## src/rtl/mimc_pow_sequencer_if.sv

```systemverilog
// Operand/result handshake plus the shared Barrett multiplier bus of the MiMC power sequencer.
// The slave view belongs to the sequencer; the master view is the round controller plus multiplier side.
interface mimc_pow_sequencer_if #(
  parameter int N_BITS = 254
);
  logic              in_valid;
  logic              in_ready;
  logic [N_BITS-1:0] in_data;
  logic              out_valid;
  logic              out_ready;
  logic [N_BITS-1:0] out_data;
  logic              out_err;
  logic              busy;
  logic              mul_rst;
  logic              mul_en;
  logic [N_BITS-1:0] mul_a;
  logic [N_BITS-1:0] mul_b;
  logic [N_BITS-1:0] mul_product;
  logic              mul_done;

  modport slave (
    input  in_valid, in_data, out_ready, mul_product, mul_done,
    output in_ready, out_valid, out_data, out_err, busy, mul_rst, mul_en, mul_a, mul_b
  );

  modport master (
    output in_valid, in_data, out_ready, mul_product, mul_done,
    input  in_ready, out_valid, out_data, out_err, busy, mul_rst, mul_en, mul_a, mul_b
  );
endinterface

```

## src/rtl/mimc_pow_sequencer.sv

```systemverilog
// MiMC S-box y = x^EXP mod p by left-to-right square-and-multiply on an external Barrett multiplier.
//  state     | meaning
//  IDLE      | waiting for operand, in_ready=1
//  MUL_RST   | multiplier held in reset, operands latched
//  MUL_START | mul_en pulse, timeout counter loaded
//  MUL_WAIT  | waiting for mul_done; exponent-bit decision made on exit
//  STEP      | all exponent bits consumed, result registered
//  OUT       | result (or timeout error) held until out_ready
module mimc_pow_sequencer #(
  parameter int N_BITS  = 254,
  parameter int EXP     = 7,
  parameter int TIMEOUT = 64
) (
  input logic clk,
  input logic rst_n,
  mimc_pow_sequencer_if.slave bus
);

  localparam int              EXP_MSB   = $clog2(EXP + 1) - 1;
  localparam int              CW        = $clog2(TIMEOUT + 1);
  localparam logic [31:0]     EXP_VEC   = 32'(EXP);
  localparam logic [4:0]      IDX_START = 5'(EXP_MSB - 1);
  localparam logic [CW-1:0]   TMO_LOAD  = CW'(TIMEOUT);

  typedef enum logic [2:0] {
    S_IDLE,
    S_MUL_RST,
    S_MUL_START,
    S_MUL_WAIT,
    S_STEP,
    S_OUT
  } state_t;

  state_t            state;
  state_t            state_nxt;
  logic [N_BITS-1:0] x_q;
  logic [N_BITS-1:0] acc_q;
  logic [N_BITS-1:0] a_q;
  logic [N_BITS-1:0] b_q;
  logic [N_BITS-1:0] out_data_q;
  logic              out_valid_q;
  logic              out_err_q;
  logic              op_mul_q;
  logic [4:0]        bit_idx_q;
  logic [CW-1:0]     tmo_cnt_q;
  logic              exp_bit;
  logic              take_mul;
  logic              last_op;

  always_ff @(posedge clk or negedge rst_n) begin
    if (!rst_n) begin
      state <= S_IDLE;
    end else begin
      state <= state_nxt;
    end
  end

  // A square is followed by a multiply when the current exponent bit is set;
  // otherwise the bit index moves down, and running past bit 0 ends the exponentiation.
  always_comb begin
    state_nxt = state;
    exp_bit   = EXP_VEC[bit_idx_q];
    take_mul  = !op_mul_q && exp_bit;
    last_op   = !take_mul && (bit_idx_q == 5'd0);
    case (state)
      S_IDLE:      if (bus.in_valid) state_nxt = S_MUL_RST;
      S_MUL_RST:   state_nxt = S_MUL_START;
      S_MUL_START: state_nxt = S_MUL_WAIT;
      S_MUL_WAIT: begin
        if (bus.mul_done) begin
          state_nxt = last_op ? S_STEP : S_MUL_RST;
        end else if (tmo_cnt_q == '0) begin
          state_nxt = S_OUT;
        end
      end
      S_STEP:      state_nxt = S_OUT;
      S_OUT:       if (bus.out_ready) state_nxt = S_IDLE;
      default:     state_nxt = S_IDLE;
    endcase
  end

  always_ff @(posedge clk or negedge rst_n) begin
    if (!rst_n) begin
      x_q         <= '0;
      acc_q       <= '0;
      a_q         <= '0;
      b_q         <= '0;
      out_data_q  <= '0;
      out_valid_q <= 1'b0;
      out_err_q   <= 1'b0;
      op_mul_q    <= 1'b0;
      bit_idx_q   <= '0;
      tmo_cnt_q   <= '0;
    end else begin
      case (state)
        S_IDLE: begin
          if (bus.in_valid) begin
            x_q       <= bus.in_data;
            acc_q     <= bus.in_data;
            bit_idx_q <= IDX_START;
            op_mul_q  <= 1'b0;
          end
        end
        S_MUL_RST: begin
          a_q <= acc_q;
          b_q <= op_mul_q ? x_q : acc_q;
        end
        S_MUL_START: begin
          tmo_cnt_q <= TMO_LOAD;
        end
        S_MUL_WAIT: begin
          if (bus.mul_done) begin
            acc_q <= bus.mul_product;
            if (take_mul) begin
              op_mul_q <= 1'b1;
            end else begin
              op_mul_q <= 1'b0;
              if (!last_op) bit_idx_q <= bit_idx_q - 5'd1;
            end
          end else if (tmo_cnt_q == '0) begin
            out_err_q   <= 1'b1;
            out_data_q  <= '0;
            out_valid_q <= 1'b1;
          end else begin
            tmo_cnt_q <= tmo_cnt_q - 1'b1;
          end
        end
        S_STEP: begin
          out_data_q  <= acc_q;
          out_valid_q <= 1'b1;
        end
        S_OUT: begin
          if (bus.out_ready) begin
            out_valid_q <= 1'b0;
            out_err_q   <= 1'b0;
          end
        end
        default: ;
      endcase
    end
  end

  // Multiplier reset must also follow the system reset without waiting for a clock.
  assign bus.mul_rst   = ~rst_n | (state == S_MUL_RST);
  assign bus.mul_en    = (state == S_MUL_START);
  assign bus.mul_a     = a_q;
  assign bus.mul_b     = b_q;
  assign bus.in_ready  = (state == S_IDLE);
  assign bus.busy      = (state != S_IDLE);
  assign bus.out_valid = out_valid_q;
  assign bus.out_data  = out_data_q;
  assign bus.out_err   = out_err_q;

endmodule
```

## src/flat_wrapper.sv

```systemverilog
// flat-port wrapper written by rule: the top's interface ports become plain ports
module mimc_pow_sequencer_flat 
#(
  parameter int N_BITS  = 254,
  parameter int EXP     = 7,
  parameter int TIMEOUT = 64
)
  (clk, rst_n, bus_in_valid, bus_in_data, bus_out_ready, bus_mul_product, bus_mul_done, bus_in_ready, bus_out_valid, bus_out_data, bus_out_err, bus_busy, bus_mul_rst, bus_mul_en, bus_mul_a, bus_mul_b);
  mimc_pow_sequencer_if #(.N_BITS(N_BITS)) bus_i ();
  input logic clk;
  input logic rst_n;
  input wire logic [$bits(bus_i.in_valid)-1:0] bus_in_valid;
  input wire logic [$bits(bus_i.in_data)-1:0] bus_in_data;
  input wire logic [$bits(bus_i.out_ready)-1:0] bus_out_ready;
  input wire logic [$bits(bus_i.mul_product)-1:0] bus_mul_product;
  input wire logic [$bits(bus_i.mul_done)-1:0] bus_mul_done;
  output wire logic [$bits(bus_i.in_ready)-1:0] bus_in_ready;
  output wire logic [$bits(bus_i.out_valid)-1:0] bus_out_valid;
  output wire logic [$bits(bus_i.out_data)-1:0] bus_out_data;
  output wire logic [$bits(bus_i.out_err)-1:0] bus_out_err;
  output wire logic [$bits(bus_i.busy)-1:0] bus_busy;
  output wire logic [$bits(bus_i.mul_rst)-1:0] bus_mul_rst;
  output wire logic [$bits(bus_i.mul_en)-1:0] bus_mul_en;
  output wire logic [$bits(bus_i.mul_a)-1:0] bus_mul_a;
  output wire logic [$bits(bus_i.mul_b)-1:0] bus_mul_b;
  assign bus_i.in_valid = bus_in_valid;
  assign bus_i.in_data = bus_in_data;
  assign bus_i.out_ready = bus_out_ready;
  assign bus_i.mul_product = bus_mul_product;
  assign bus_i.mul_done = bus_mul_done;
  assign bus_in_ready = bus_i.in_ready;
  assign bus_out_valid = bus_i.out_valid;
  assign bus_out_data = bus_i.out_data;
  assign bus_out_err = bus_i.out_err;
  assign bus_busy = bus_i.busy;
  assign bus_mul_rst = bus_i.mul_rst;
  assign bus_mul_en = bus_i.mul_en;
  assign bus_mul_a = bus_i.mul_a;
  assign bus_mul_b = bus_i.mul_b;
  mimc_pow_sequencer #(.N_BITS(N_BITS), .EXP(EXP), .TIMEOUT(TIMEOUT)) u_core (.clk(clk), .rst_n(rst_n), .bus(bus_i));
endmodule
```

## config.mk

```make
export PLATFORM = sky130hd
export DESIGN_NAME = mimc_pow_sequencer_flat
export DESIGN_NICKNAME = d
export VERILOG_FILES = /design/src/rtl/mimc_pow_sequencer_if.sv /design/src/rtl/mimc_pow_sequencer.sv /design/src/flat_wrapper.sv
export SDC_FILE = /design/constraint.sdc
export NUM_CORES = 2
export LEC_CHECK = 0
export CAP_MARGIN = 20
export CORE_AREA = 10 10 492 494
export DETAILED_ROUTE_END_ITERATION = 16
export DIE_AREA = 0 0 502 504
export SYNTH_ARGS = -nofsm -noshare
export SYNTH_HDL_FRONTEND = slang
export SYNTH_SLANG_ARGS = --single-unit
```

## constraint.sdc

```tcl
create_clock -name clk -period 2.6 [get_ports clk]
set_input_delay 0.52 -clock clk [delete_from_list [all_inputs] [get_ports clk]]
set_output_delay 0.52 -clock clk [all_outputs]
set_load 0.03 [all_outputs]
```

==> flow_summary.yaml <==
global_route:
  grt_pass1_wl_um: 336400
  antenna_found_initial: 72
  gr-total-overflow: 0
  grt_use_total: 0.1828
  first_global_vias: 42100
  grt_max_degree: 147
power_and_ir_drop:
  clockPowerShare: 0.193
  p_seq_frac: 0.338
  ir_worst_vdd_uv: 846.6
  power_leakage_nw: 33.57
  power_frac_comb: 0.469
  power_density_nw_per_um2: 1523
  swShare: 0.4350
  p_int_mw: 63.83
  p_switching_mw: 49.14
  report.power.total_mw: 113.0
final_layout:
  final_nets: 6306
  post-route-util: 0.3199
  final_cell_mix: "dfrtp_1, clkdlybuf4s50_1, nand2_1"
  layout.cells.most_common: "dfrtp_1"
  final_area_um2: 74180
  ff_latch_area_um2: 32240
  multi_input_area_um2: 18120
  fillers: 23310
  area_growth_pct: 43.14
  instances_no_fill: 8973
  layout-drive-gt1-share: 0.1203
clocking:
  clock_path_buffers: 3
  cts_buffers: 149
  cts_sinks: 1288
  cts_tree: "yes"
  cts_root_buffer: "clkbuf_16"
  clk-insertion-delay-late_ns: 0.81
  h-tree-depth: 4
  clk_pin_slew_ns: 0.06
sta:
  setup_viol: 0
  worst_slack_ns: 0.04087
  fin_crit_ns: 2.559
  tns_ns: 0
  worst_slew_margin_rel: 0.3743
  rsz0062_at_grt: "yes"
  finalMaxSlewViolations: 0
  hold_viol_final: 0
  worst_pin_slew_ns: 0.9385
  holdWs_ns: 0.2716
  clock_skew_ns: 0.06301
  fin_crit_sh: 0.9843
  fmax_mhz: 390.8
floorplan:
  dieHeight_um: 504
  placementRows: 177
  fp.coreArea_um2: 231900
  die_w_um: 502
  io_pins: 1281
  die_area_um2: 253000
  initial_utilization: 0.2235
hold_path:
  worstHoldPathType: "input pin to register"
  min_from: "bus_in_data[228]"
detailed_routing:
  drc: 0
  vias: 40820
  dr.pass1.iters: 6
  viasPerCell: 4.549
  first_iter_violations: 3329
  routedWlPerCell_um: 26.88
  detail-route-antenna-nets: 0
  wl_um: 241200
synth:
  syn_area_per_cell_um2: 11.53
  ys_ff_latch: 1288
  synth_edf_count: 0
  synthCells: 4493
  netlist_area_um2: 51830
  ys.flop_type: "dfrtp_1"
  ys_types: 41
  async_flop_share: 1.000
  synth_nets: 5011
  seq_area_frac_synth: 0.6219
  synth_warnings: 0
worst_setup_path:
  required_ns: 3.26
  critPathKind: "register to register"
  crit_fanout: 99
  arrival_ns: 3.21
  endpoint_kind: "register"
  startpoint: "u_core.tmo_cnt_q[3]$_DFFE_PN0P_"
  r2r-start: "u_core.tmo_cnt_q[3]$_DFFE_PN0P_"
  startpoint_type: "register"
placement:
  port_buffers: 1280
  place_worst_setup_slack_ns: 0.09028
  placedInstanceArea_um2: 68980
  dp_hpwl_um: 186500
  gp_congestion: 0.9066
  dp_cells: 8671
run:
  cap_violations: 0
run_status:
  outcome: "finished, final reports clean"
==> final timing paths <==
check / endpoint / slack, ns / depth (start not counted)
setup / recovery: u_core.bus.out_data[69]$_DFFE_PN0P_ / 0.04 / 5
setup reg to reg: u_core.bus.out_data[69]$_DFFE_PN0P_ / 0.04 / 5
max in group asynchronous: u_core.bus.out_data[180]$_DFFE_PN0P_ / 1.00 / 4
hold reg to reg: u_core.x_q[253]$_DFFE_PN0P_ / 0.47 / 2
hold / removal: u_core.x_q[228]$_DFFE_PN0P_ / 0.27 / 3
min in group asynchronous: u_core.acc_q[251]$_DFFE_PN0P_ / 0.29 / 2
==> logic make-up (layout without fill, tap and decap cells) <==
family                   after synthesis  after routing  share of synthesized area
AO/OA/AOI/OAI                        793            793                    0.09585
XOR/XNOR                               1              1                  0.0001690
adder cells (fa/ha/maj)                5              5                   0.001207
buffers and inverters                322           1730                    0.02962
flip-flops                          1288           1288                     0.6219
multiplexers                         762            762                     0.1533
other                                  0             29                          0
AND/OR/NAND/NOR                     1322           1322                    0.09795
==> final cells by class <==
type	instances	area share
sequential	1288	0.4346
antenna	29	0.0009782
clock inverter	54	0.01113
tap	3043	0.05132
timing repair buffer	1457	0.1996
clock buffer	210	0.05768
multi-input combinational	2883	0.2442
inverter	9	0.0004554
==> power by group through the flow <==
stage          clock network (mW)  logic, mW  registers, mW
4_1_cts                      22.3       53.7           38.1
6_report                     21.8       53.0           38.2
5_1_grt                      23.1       56.5           39.2
3_3_place_gp                    0       53.1           38.1
2_1_floorplan                   0       19.1           46.1
3_5_place_dp                    0       53.7           38.3
==> registers in the layout (all words and copies together) (netlist names) <==
signal / count
u_core.bus.out_err: 1
u_core.acc_q: 254
u_core.tmo_cnt_q: 7
u_core.op_mul_q: 1
u_core.bus.mul_b: 254
u_core.state: 3
u_core.bus.out_valid: 1
u_core.x_q: 254
u_core.bit_idx_q: 5
u_core.bus.out_data: 254
u_core.bus.mul_a: 254
==> synthesized netlist by cell type (all sizes together) (2+ instances only) <==
cell type  count  area, um2
ha             5      62.56
a21boi         2      15.02
or4            3      26.27
a21oi        260       1301
o31ai          3      22.52
inv            9      33.78
and2           2      12.52
nor2         260      975.9
o211ai         2      15.01
dfrtp       1288      32230
or3           11      68.82
nand3          2      10.01
mux2         254       2860
nor3           3      15.01
nand2b         3      18.77
mux2i        508       5085
or2            2      12.51
nor2b          3      18.77
o21ai        265       1326
buf          149      885.8
nand3b         2      15.01
a22o         254       2225
clkbuf       164      615.6
a32o           2      20.02
nand2       1026       3851
==> per-layer routing <==
| metal | wire length [um] | global-route usage | part of all wire |
|---|---|---|---|
| met1 | 95890 | 0.2209 | 0.40 |
| met2 | 112500 | 0.2967 | 0.47 |
| met3 | 23410 | 0.06549 | 0.097 |
| met4 | 9104 | 0.06989 | 0.038 |
| met5 | 262 | 0 | 0.0011 |
==> critical path: stages (launching register included) <==
cell	delay, ns
dfrtp_1	0.41
or4_4	0.59
or3_1	0.37
a21o_4	0.27
buf_12	0.18
a22o_1	0.34
==> timing repair <==
action,CTS,global route
hold buffers,1,0
resized for setup,70,2
buffers inserted,5,3
endpoints found under the setup margin,54,3
pin swaps,0,0
endpoints found under the hold margin,188,0
Power figures use the tool's default switching activity.
